$ cat src/rtl/ram_port_arbiter.sv
// Round-robin sharing of one single-port RAM between requesters A and B; one access issued per cycle.
// Ack and RAM strobe land 1 cycle after grant, rvalid RD_LAT cycles later; a requester waits (req held) until acked.
module ram_port_arbiter #(
  parameter int ADDR_W = 5,
  parameter int DATA_W = 8,
  parameter int RD_LAT = 1
) (
  input  logic              clk,
  input  logic              rst,
  input  logic              a_req,
  input  logic              a_we,
  input  logic [ADDR_W-1:0] a_addr,
  input  logic [DATA_W-1:0] a_wdata,
  output logic              a_ack,
  output logic              a_rvalid,
  output logic [DATA_W-1:0] a_rdata,
  input  logic              b_req,
  input  logic              b_we,
  input  logic [ADDR_W-1:0] b_addr,
  input  logic [DATA_W-1:0] b_wdata,
  output logic              b_ack,
  output logic              b_rvalid,
  output logic [DATA_W-1:0] b_rdata,
  output logic              ram_en,
  output logic              ram_we,
  output logic [ADDR_W-1:0] ram_addr,
  output logic [DATA_W-1:0] ram_wr_data,
  input  logic [DATA_W-1:0] ram_rd_data
);

  logic              elig_a, elig_b, grant_a, grant_b;
  logic              ram_en_d, ram_en_q;
  logic              ram_we_d, ram_we_q;
  logic [ADDR_W-1:0] ram_addr_d, ram_addr_q;
  logic [DATA_W-1:0] ram_wr_data_d, ram_wr_data_q;
  logic              a_ack_d, a_ack_q;
  logic              b_ack_d, b_ack_q;
  logic              last_b_d, last_b_q;
  logic [RD_LAT-1:0] rd_vld_d, rd_vld_q;
  logic [RD_LAT-1:0] rd_own_b_d, rd_own_b_q;

  always_comb begin
    elig_a  = a_req & ~a_ack_q;
    elig_b  = b_req & ~b_ack_q;
    grant_a = elig_a & (~elig_b | last_b_q);
    grant_b = elig_b & ~grant_a;

    ram_en_d      = grant_a | grant_b;
    ram_we_d      = (grant_a & a_we) | (grant_b & b_we);
    ram_addr_d    = ram_addr_q;
    ram_wr_data_d = ram_wr_data_q;
    if (grant_a) begin
      ram_addr_d    = a_addr;
      ram_wr_data_d = a_wdata;
    end else if (grant_b) begin
      ram_addr_d    = b_addr;
      ram_wr_data_d = b_wdata;
    end
    a_ack_d  = grant_a;
    b_ack_d  = grant_b;
    last_b_d = last_b_q;
    if (grant_a) last_b_d = 1'b0;
    if (grant_b) last_b_d = 1'b1;

    // While an issue is on the RAM pins, last_b_q names its owner.
    rd_vld_d[0]   = ram_en_q & ~ram_we_q;
    rd_own_b_d[0] = last_b_q;
    for (int i = 1; i < RD_LAT; i++) begin
      rd_vld_d[i]   = rd_vld_q[i-1];
      rd_own_b_d[i] = rd_own_b_q[i-1];
    end
  end

  always_ff @(posedge clk or posedge rst) begin
    if (rst) begin
      ram_en_q      <= 1'b0;
      ram_we_q      <= 1'b0;
      ram_addr_q    <= '0;
      ram_wr_data_q <= '0;
      a_ack_q       <= 1'b0;
      b_ack_q       <= 1'b0;
      last_b_q      <= 1'b1;
      rd_vld_q      <= '0;
      rd_own_b_q    <= '0;
    end else begin
      ram_en_q      <= ram_en_d;
      ram_we_q      <= ram_we_d;
      ram_addr_q    <= ram_addr_d;
      ram_wr_data_q <= ram_wr_data_d;
      a_ack_q       <= a_ack_d;
      b_ack_q       <= b_ack_d;
      last_b_q      <= last_b_d;
      rd_vld_q      <= rd_vld_d;
      rd_own_b_q    <= rd_own_b_d;
    end
  end

  assign ram_en      = ram_en_q;
  assign ram_we      = ram_we_q;
  assign ram_addr    = ram_addr_q;
  assign ram_wr_data = ram_wr_data_q;
  assign a_ack       = a_ack_q;
  assign b_ack       = b_ack_q;
  assign a_rvalid    = rd_vld_q[RD_LAT-1] & ~rd_own_b_q[RD_LAT-1];
  assign b_rvalid    = rd_vld_q[RD_LAT-1] &  rd_own_b_q[RD_LAT-1];
  assign a_rdata     = ram_rd_data;
  assign b_rdata     = ram_rd_data;

endmodule

$ cat config.mk
export PLATFORM = sky130hd
export DESIGN_NAME = ram_port_arbiter
export DESIGN_NICKNAME = d
export VERILOG_FILES = /design/src/rtl/ram_port_arbiter.sv
export SDC_FILE = /design/constraint.sdc
export NUM_CORES = 1
export LEC_CHECK = 0
export CORE_MARGIN = 4
export CORE_UTILIZATION = 34
export CTS_CLUSTER_DIAMETER = 40
export DETAILED_ROUTE_END_ITERATION = 8
export PLACE_DENSITY_LB_ADDON = 0.05
export SLEW_MARGIN = 20
export SYNTH_ARGS = -nofsm -noshare
export SYNTH_HDL_FRONTEND = slang
export SYNTH_SLANG_ARGS = --single-unit
export TNS_END_PERCENT = 30
$ cat constraint.sdc
create_clock -name clk -period 1.7 [get_ports clk]
set_input_delay 0.255 -clock clk [delete_from_list [all_inputs] [get_ports clk]]
set_output_delay 0.255 -clock clk [all_outputs]
set_load 0.02 [all_outputs]
==> metrics.md <==
| Metric | Value |
|---|---|
| Outcome | finished, final reports clean |
| Worst Setup End Kind | output port |
| CP Data Arrival Time | 1350 ps |
| First-pass GRT wire length | 3953 µm |
| Fin Setup TNS | 0 ps |
| Pleak | 0.6034 nW |
| Mapped Nets | 123 |
| Die area | 3927 µm² |
| Top Ports | 75 |
| CTS H-tree lvls | 1 |
| Clk buf depth | 2 |
| Drt wl/cell | 15.51 µm |
| GRT Overall Usage | 0.1231 |
| Ratio of final minimum period to clock period | 0.9468 |
| Final Slew Violations | 0 |
| Final setup viols | 0 |
| Largest net degree at the start of global routing | 16 |
| CP Class | reg -> out |
| CTS Sinks | 20 |
| Leading cell type in the layout, fill and taps excluded | clkdlybuf4s50_1 |
| First-pass detailed-route iteration total | 4 |
| Skew final | 6.693 ps |
| Maximum vdd drop | 450.8 µV |
| Ys Warns | 0 |
| Via count | 784 |
| Share of post-route cells with drive strength above 1 | 0.1250 |
| Num CTS Buffers | 3 |
| Setup crit start kind | flop |
| Fin util | 0.5196 |
| Post-synthesis cell area | 1016 µm² |
| Yosys cell types | 20 |
| CP Max Fanout | 2 |
| Routed WL | 2342 µm |
| Clock Latency Late Sink | 290 ps |
| Area grow syn2layout | 43.47% |
| Unrepaired setup endpoints after global routing | no |
| Initial DRC count | 10 |
| Overflow after GRT | 0 |
| Final Net Count | 161 |
| Crit path time final | 1610 ps |
| Critical path's slowest cell | clkdlybuf4s50_1 |
| Post-Syn Area per Cell | 12.24 µm² |
| Input/output buffers | 50 |
| FF+latch count, synth | 20 |
| CTS tree | done |
| Starting Density | 0.3622 |
| Vias in the first global route | 848 |
| Worst stage delay on the critical path | 590 ps |
| RePlAce Congestion | 0.6530 |
| Hold crit path type | in -> async |
| Fin. Hold Viols | 0 |
| Floorplan core area | 2805 µm² |
| Die W | 62.67 µm |
| Worst Tran Pin Value | 429.7 ps |
| Worst Path Required | 1440 ps |
| Initial antenna violation count | 0 |
| Sequential cell area fraction in the yosys report | 0.4938 |
| Die Y | 62.67 µm |
| Worst-path clk slew | 120 ps |
| Cell Chain, Critical Path | and2_1 > clkdlybuf4s50_1 |
| Routed vias/inst | 5.192 |
| DRC Markers | 0 |
| Worst slew margin | 0.7129 |
| Post-DP HPWL | 1761 µm |
| Cell at the root of the clock tree | clkbuf_4 |
| ANT nets after route | 0 |
| PwrDens | 1102 nW/µm² |
| Commonest cells after routing, fill and taps aside | clkdlybuf4s50_1 (49), dfrtp_1 (19), nor3b_1 (13), a221o_1 (13), buf_4 (5) |
| Post-Syn Instances | 83 |
| Row cnt | 19 |
| Maxcap violations | 0 |
| # diodes | 0 |
| F_max | 621.3 MHz |
==> logic make-up after synthesis <==
group | after synthesis | share of synthesized area
AND/OR/NAND/NOR | 22 | 0.1613
flip-flops | 20 | 0.4939
AO/OA/AOI/OAI | 18 | 0.1699
buffers and inverters | 23 | 0.1749
==> synthesized netlist by cell type (all sizes together) <==
| master | n | area, µm² |
|---|---|---|
| a21oi | 2 | 21.27 |
| a221o | 13 | 130.1 |
| and2 | 1 | 6.260 |
| buf | 22 | 173.9 |
| dfrtp | 19 | 475.5 |
| dfstp | 1 | 26.28 |
| inv | 1 | 3.750 |
| nand2 | 1 | 3.750 |
| nand2b | 1 | 13.76 |
| nor2 | 1 | 3.750 |
| nor2b | 4 | 32.53 |
| nor3b | 13 | 97.59 |
| o211ai | 1 | 7.510 |
| o21a | 1 | 8.760 |
| o21ai | 1 | 5.000 |
| or2 | 1 | 6.260 |
==> final cells by class <==
cell class	instances	area, µm²
fillers	269	1348
flip-flops and latches	20	501.7
multi-input cells	40	336.6
clock buffers	4	36.28
well taps	31	38.79
inverters	1	3.754
repair buffers	55	540.5
==> timing repair <==
item,4_1_cts,5_1_grt
setup buffers,0,0
setup endpoints to repair,0,1
hold buffers,0,0
resized for setup,0,1
hold endpoints to repair,0,0
==> layer usage <==
metal	GRT usage	share of wire	vias to the layer above	routed length [µm]
met5	0	0	-	0
met4	0.05510	0.017	0	40
met3	0.04856	0.092	13	216
met2	0.2197	0.48	31	1134
met1	0.1260	0.41	378	951
li1	-	-	362	-
==> final timing paths <==
check                      startpoint        endpoint  slack [ps]  cells after the start
setup / recovery           rd_own_b_q        b_rvalid          90                      2
hold / removal                    rst  ram_wr_data[5]         230                      2
setup reg to reg                b_ack  ram_wr_data[0]         370                      3
hold reg to reg                ram_we        rd_vld_q         450                      1
max in group asynchronous         rst          ram_we         980                      3
min in group clk               ram_we        rd_vld_q         450                      1
==> stage by stage <==
stage	instance area (µm²)	hold slack, ps	setup WS, ps	cells	power, mW
floorplan	1016	218.1	311.7	83	1.084
global route	1458	275.2	26.74	151	1.698
detailed placement	1419	434.5	49.57	147	1.354
global placement	1419	419.9	84.62	147	1.344
CTS	1455	237.6	32.87	151	1.631
finish	1458	228.6	90.41	151	1.606
==> power by group <==
group          leakage [nW]  switching [mW]  internal [mW]  total [mW]
clock network        0.0210           0.144          0.130       0.274
logic                 0.340           0.301          0.369       0.670
registers             0.242          0.0684          0.593       0.662
total                 0.603           0.513           1.09        1.61
==> worst max-delay path: cells and delay by family (launching register included) <==
family                 cells  cell delay (ps)
AND/OR/NAND/NOR            1              120
buffers and inverters      1              590
flip-flops                 1              360
==> flip-flops by register name, indices dropped and copies added, names as in the netlist <==
register and flops:
ram_wr_data 8, ram_addr 5, a_ack 1, b_ack 1
last_b_q 1, ram_en 1, ram_we 1, rd_own_b_q 1
rd_vld_q 1
Note: power is estimated with default switching activity, not from simulation.
